File: config.mk
export PLATFORM = sky130hd
export DESIGN_NAME = eth_idma_reg_sequencer
export DESIGN_NICKNAME = d
export VERILOG_FILES = /design/src/rtl/eth_idma_reg_sequencer.sv
export SDC_FILE = /design/constraint.sdc
export NUM_CORES = 1
export LEC_CHECK = 0
export BUFFER_PORTS_ARGS = -buffer_cell sky130_fd_sc_hd__buf_2
export CORE_ASPECT_RATIO = 2
export CORE_MARGIN = 2
export CORE_UTILIZATION = 50
export CTS_CLUSTER_SIZE = 20
export DETAILED_ROUTE_END_ITERATION = 8
export HOLD_SLACK_MARGIN = 0.02
export PLACE_DENSITY_LB_ADDON = 0.1
export SETUP_SLACK_MARGIN = 0.2
export SLEW_MARGIN = 40
export SYNTH_ARGS = -nofsm -noshare
export SYNTH_HDL_FRONTEND = slang
export SYNTH_SLANG_ARGS = --single-unit
File: constraint.sdc
create_clock -name s_clk -period 6.4 [get_ports s_clk]
set_clock_uncertainty 0.1 [all_clocks]
set_input_delay 1.28 -clock s_clk [delete_from_list [all_inputs] [get_ports s_clk]]
set_output_delay 1.28 -clock s_clk [all_outputs]
set_load 0.01 [all_outputs]
File: src/rtl/eth_idma_reg_sequencer.sv
// eth_idma_reg_sequencer: register-bus master that programs and launches one
// eth_idma_wrap instance from a compact transfer command.
module eth_idma_reg_sequencer #(
  parameter int unsigned PollMax       = 16,
  parameter bit          RejectZeroLen = 1'b1,
  parameter logic [2:0]  ProtoAxi      = 3'd0,
  parameter logic [2:0]  ProtoAxis     = 3'd5
) (
  input  logic        s_clk,
  input  logic        s_rst_n,
  input  logic        cmd_valid_i,
  output logic        cmd_ready_o,
  input  logic        cmd_dir_i,
  input  logic [31:0] cmd_src_addr_i,
  input  logic [31:0] cmd_dst_addr_i,
  input  logic [31:0] cmd_len_i,
  input  logic        cmd_mac_upd_i,
  input  logic [47:0] mac_addr_i,
  input  logic [15:0] mac_cfg_i,
  output logic [31:0] reg_addr_o,
  output logic        reg_write_o,
  output logic [31:0] reg_wdata_o,
  output logic [3:0]  reg_wstrb_o,
  output logic        reg_valid_o,
  input  logic [31:0] reg_rdata_i,
  input  logic        reg_error_i,
  input  logic        reg_ready_i,
  output logic        busy_o,
  output logic        done_o,
  output logic        err_o,
  output logic [1:0]  err_code_o
);

  localparam int unsigned CntW = $clog2(PollMax + 1);

  typedef enum logic [3:0] {
    StIdle, StCheck, StMacLo, StMacHi, StSrc, StDst, StLen, StSprot,
    StDprot, StPoll, StLaunch, StLock, StRsp, StDone, StErr
  } state_e;

  state_e          state_q;
  logic            dir_q;
  logic [31:0]     src_q;
  logic [31:0]     dst_q;
  logic [31:0]     len_q;
  logic            mac_pending_q;
  logic [CntW-1:0] poll_cnt_q;

  logic [31:0]     acc_addr;
  logic [31:0]     acc_wdata;
  logic            acc_write;
  state_e          acc_next;

  // Only the ready bit of the status register matters.
  logic unused_rdata;
  assign unused_rdata = ^reg_rdata_i[31:1];

  assign cmd_ready_o = (state_q == StIdle);
  assign busy_o      = (state_q != StIdle);

  // Decode the register access owned by the current state and its successor.
  always_comb begin
    acc_addr  = 32'h0;
    acc_wdata = 32'h0;
    acc_write = 1'b1;
    acc_next  = StIdle;
    case (state_q)
      StMacLo: begin
        acc_addr  = 32'h00;
        acc_wdata = mac_addr_i[31:0];
        acc_next  = StMacHi;
      end
      StMacHi: begin
        acc_addr  = 32'h04;
        acc_wdata = {mac_cfg_i, mac_addr_i[47:32]};
        acc_next  = StSrc;
      end
      StSrc: begin
        acc_addr  = 32'h10;
        acc_wdata = src_q;
        acc_next  = StDst;
      end
      StDst: begin
        acc_addr  = 32'h14;
        acc_wdata = dst_q;
        acc_next  = StLen;
      end
      StLen: begin
        acc_addr  = 32'h18;
        acc_wdata = len_q;
        acc_next  = StSprot;
      end
      StSprot: begin
        acc_addr  = 32'h1C;
        acc_wdata = {29'h0, dir_q ? ProtoAxis : ProtoAxi};
        acc_next  = StDprot;
      end
      StDprot: begin
        acc_addr  = 32'h20;
        acc_wdata = {29'h0, dir_q ? ProtoAxi : ProtoAxis};
        acc_next  = StPoll;
      end
      StPoll: begin
        acc_addr  = 32'h3C;
        acc_write = 1'b0;
        acc_next  = StLaunch;
      end
      StLaunch: begin
        acc_addr  = 32'h38;
        acc_wdata = 32'h1;
        acc_next  = StLock;
      end
      StLock: begin
        acc_addr  = 32'h38;
        acc_wdata = 32'h0;
        acc_next  = StRsp;
      end
      StRsp: begin
        acc_addr  = 32'h40;
        acc_wdata = 32'h1;
        acc_next  = StDone;
      end
      default: begin
        acc_write = 1'b0;
      end
    endcase
  end

  // Sequencer FSM with registered bus outputs and status pulses.
  always_ff @(posedge s_clk or posedge s_rst_n) begin
    if (s_rst_n) begin
      state_q       <= StIdle;
      dir_q         <= 1'b0;
      src_q         <= 32'h0;
      dst_q         <= 32'h0;
      len_q         <= 32'h0;
      mac_pending_q <= 1'b1;
      poll_cnt_q    <= '0;
      reg_addr_o    <= 32'h0;
      reg_write_o   <= 1'b0;
      reg_wdata_o   <= 32'h0;
      reg_wstrb_o   <= 4'h0;
      reg_valid_o   <= 1'b0;
      done_o        <= 1'b0;
      err_o         <= 1'b0;
      err_code_o    <= 2'd0;
    end else begin
      done_o <= 1'b0;
      err_o  <= 1'b0;
      case (state_q)
        StIdle: begin
          if (cmd_valid_i) begin
            dir_q      <= cmd_dir_i;
            src_q      <= cmd_src_addr_i;
            dst_q      <= cmd_dst_addr_i;
            len_q      <= cmd_len_i;
            err_code_o <= 2'd0;
            if (cmd_mac_upd_i) mac_pending_q <= 1'b1;
            state_q    <= StCheck;
          end
        end
        StCheck: begin
          if (RejectZeroLen && (len_q == 32'h0)) begin
            state_q       <= StErr;
            err_o         <= 1'b1;
            err_code_o    <= 2'd3;
            mac_pending_q <= 1'b1;
          end else begin
            state_q <= mac_pending_q ? StMacLo : StSrc;
          end
        end
        StDone: state_q <= StIdle;
        StErr:  state_q <= StIdle;
        default: begin
          if (!reg_valid_o) begin
            // Launch the access one cycle after entering the state.
            reg_valid_o <= 1'b1;
            reg_addr_o  <= acc_addr;
            reg_write_o <= acc_write;
            reg_wdata_o <= acc_write ? acc_wdata : 32'h0;
            reg_wstrb_o <= acc_write ? 4'hF : 4'h0;
          end else if (reg_ready_i) begin
            reg_valid_o <= 1'b0;
            reg_addr_o  <= 32'h0;
            reg_write_o <= 1'b0;
            reg_wdata_o <= 32'h0;
            reg_wstrb_o <= 4'h0;
            if (reg_error_i) begin
              state_q       <= StErr;
              err_o         <= 1'b1;
              err_code_o    <= 2'd1;
              mac_pending_q <= 1'b1;
              poll_cnt_q    <= '0;
            end else if ((state_q == StPoll) && !reg_rdata_i[0]) begin
              if (poll_cnt_q == CntW'(PollMax - 1)) begin
                state_q       <= StErr;
                err_o         <= 1'b1;
                err_code_o    <= 2'd2;
                mac_pending_q <= 1'b1;
                poll_cnt_q    <= '0;
              end else begin
                poll_cnt_q <= poll_cnt_q + 1'b1;
              end
            end else begin
              if (state_q == StPoll)  poll_cnt_q    <= '0;
              if (state_q == StMacHi) mac_pending_q <= 1'b0;
              if (acc_next == StDone) done_o        <= 1'b1;
              state_q <= acc_next;
            end
          end
        end
      endcase
    end
  end

endmodule

==> metrics.yaml <==
outcome: "complete, no violations"
placementRows: 62
cts_buffer_depth: 2
critical_path_class: "register to primary output"
antenna_found_initial: 4
core_area_um2: 14430
cts.sinks: 150
pre_cts_ws_ps: 3203
cts_setup_buffers: 0
p_leak_nw: 4.631
drtPass1Iterations: 8
finalSetupViolCount: 0
layout_setup_ws_ps: 2843
grtUsageTotal: 0.2792
io_buffer_count: 216
finalMaxSlewViolations: 0
ys_ff_latch: 150
cts_buffers: 17
async_reset_ff_frac: 1.000
num_vias: 5999
hold_start: "reg_addr_o[3]$_DFFE_PP0P_"
wirelength_um: 21880
fill_cells: 1228
netlist_area_um2: 7393
ys.warnings.count: 0
hold_violations: 0
wl_per_cell_um: 21.38
ios: 275
dp_hpwl_um: 15620
syn_area_per_cell_um2: 11.92
clk_pin_slew_ps: 60
slew_headroom: 0.4431
critPathLaunchType: "register"
r2r_end: "len_q[21]$_DFFE_PP0P_"
crit_arrival_ps: 2180
synthFlopType: "dfrtp_1"
ctsHoldBuffers: 0
finalNonFillerCells: 1023
final_common_cell: "buf_2"
grt_pass1_vias: 6376
r2r_setup_slack_ps: 3290
grt_max_degree: 93
layout-drive-gt1-share: 0.4547
maxCapViolations: 0
path_buf_inv: 2
initialDrtViolationCount: 398
path_cells: "or3_1 -> nor2_8 -> inv_1 -> buf_2"
worstHoldPathCells: 2
slowest_delay_ps: 690
dieHeight_um: 176.0
area_growth_pct: 22.83
route.detailed.drc: 0
nets: 1014
fin_hold_ws_ps: 383.8
min_period_over_period: 0.5558
dieArea_um2: 15830
place.gp.congestion: 0.9026
end_kind: "primary output"
initial_core_util: 0.5124
vdd_ir_drop_max_uv: 225.3
synth_edf_count: 0
crit_required_ps: 5020
cts_tree: "built"
viasPerCell: 5.864
cts_max_level: 4
synth_cell_type_count: 55
hold_class: "register to register"
insertion_delay_ps: 430
clockRootBuffer: "clkbuf_16"
critPathMaxFanout: 28
hold_path_end: "reg_addr_o[3]$_DFFE_PP0P_"
tightest_slew_ps: 832.7
fin_tns_setup_ps: 0
min_period_ps: 3557
grt_pass1_wl_um: 34020
cp_slowest_cell: "or3_1"
dp.cells: 987
reg2reg_from: "state_q[1]$_DFFE_PP0P_"
die_w_um: 89.99
ys_seq_area_frac: 0.5079
cp_top_family: "simple AND/OR/NAND/NOR gates"
power.density_nw_per_um2: 453.6
ant_nets: 0
finish.utilization: 0.6294
cts_resized: 0
fmax_mhz: 281.1
r2r_cells: 5
netlist_instances: 620
rsz0062_at_grt: "false"
grt_remaining_overflow: 0
final_cell_mix: "buf_2 (216), dfrtp_1 (147), mux2_2 (69)"
metal layers:
metal	vias up	track usage	part of all wire
met5	-	0	0
met4	0	0.1288	0.034
met3	50	0.07469	0.070
met2	300	0.4921	0.53
met1	2974	0.3151	0.36
li1	2675	-	-
kinds of logic (layout without fill, tap and decap cells):
logic type      after synthesis  count (layout)  synth area share
fa+ha+maj                     1               1          0.001692
simple gates                122             122           0.08208
other cells                   1              31         0.0005072
compound gates              154             154            0.1647
mux                         105             105            0.1745
buf+inv                      87             268           0.06871
flops                       150             150            0.5079
worst register-to-register path: cells and delay by family (launching register included):
family	cells	cell delay (ps)
buffers and inverters	1	620
flip-flops	1	850
multiplexers	1	440
AND/OR/NAND/NOR	3	980
power breakdown:
group	internal [mW]	total (mW)	leakage, nW	switching (mW)
clock network	0.502	0.906	0.262	0.404
registers	1.35	1.69	1.94	0.344
logic	0.741	1.52	2.43	0.777
total	2.59	4.12	4.63	1.53
metrics by stage:
stage	power, mW	instance area, µm²
global route	4.357	9081
detailed placement	3.210	8534
global placement	3.088	8451
finish	4.119	9081
floorplan	2.683	7491
CTS	4.126	9062
Yosys cell counts (2+ instances only):
cell      count  area (µm²)
mux2_2       69       777.0
mux2i_1       4       40.04
a211oi_1      2       15.01
a221oi_1      2       17.52
dfrtp_1     149        3729
o311ai_0      3       26.28
a21oi_1      13       65.06
nand4b_1      3       26.28
a22o_1       32       280.3
o22a_1        2       17.52
nand2_1      52       195.2
or3_1         3       18.77
mux2_4       30       450.4
buf_2        16       80.08
o31ai_1       6       45.04
nor3b_1       2       15.01
mux2_1        2       22.52
a22oi_1      34       255.2
nand2b_1      7       43.79
nand4_1       3       18.77
o21ai_0      15       75.07
buf_4        33       247.7
nor2_1       15       56.30
clkbuf_1     25       93.84
inv_1         7       26.28
nor2b_1       5       31.28
buf_6         5       56.30
o21a_1        2       15.01
nor3_1        5       25.02
a222oi_1     30       300.3
nor4_1       11       68.82
nand3_1       9       45.04
a31oi_1       2       12.51
how the worst max path moves through the flow:
stage               slack [ps]  cells past startpoint                     to                    from
global route              2740                      4                 busy_o  state_q[1]$_DFFE_PP0P_
global placement          3030                      5  len_q[21]$_DFFE_PP0P_  state_q[3]$_DFFE_PP0P_
floorplan                  990                      1      dir_q$_DFFE_PP0P_                 s_rst_n
finish                    2840                      4                 busy_o  state_q[1]$_DFFE_PP0P_
detailed placement        3200                      5  len_q[21]$_DFFE_PP0P_  state_q[3]$_DFFE_PP0P_
CTS                       2820                      4                 busy_o  state_q[3]$_DFFE_PP0P_
layout make-up:
cell class	count	area, µm²	area share
well taps	192	240.2	0.02645
clock inverters	13	85.08	0.009369
diodes	4	10.01	0.001102
multi-input cells	409	3294	0.3628
inverters	8	37.54	0.004133
clock buffers	19	442.9	0.04877
repair buffers	228	1214	0.1336
flip-flops and latches	150	3757	0.4137
registers in the layout, indices dropped and copies added (netlist names):
register / cells
mac_pending_q: 1
state_q: 4
reg_valid_o: 1
poll_cnt_q: 5
reg_wstrb_o: 1
reg_wdata_o: 32
err_code_o: 2
done_o: 1
len_q: 32
reg_addr_o: 5
dir_q: 1
err_o: 1
src_q: 32
dst_q: 32
Power figures use the tool's default switching activity.
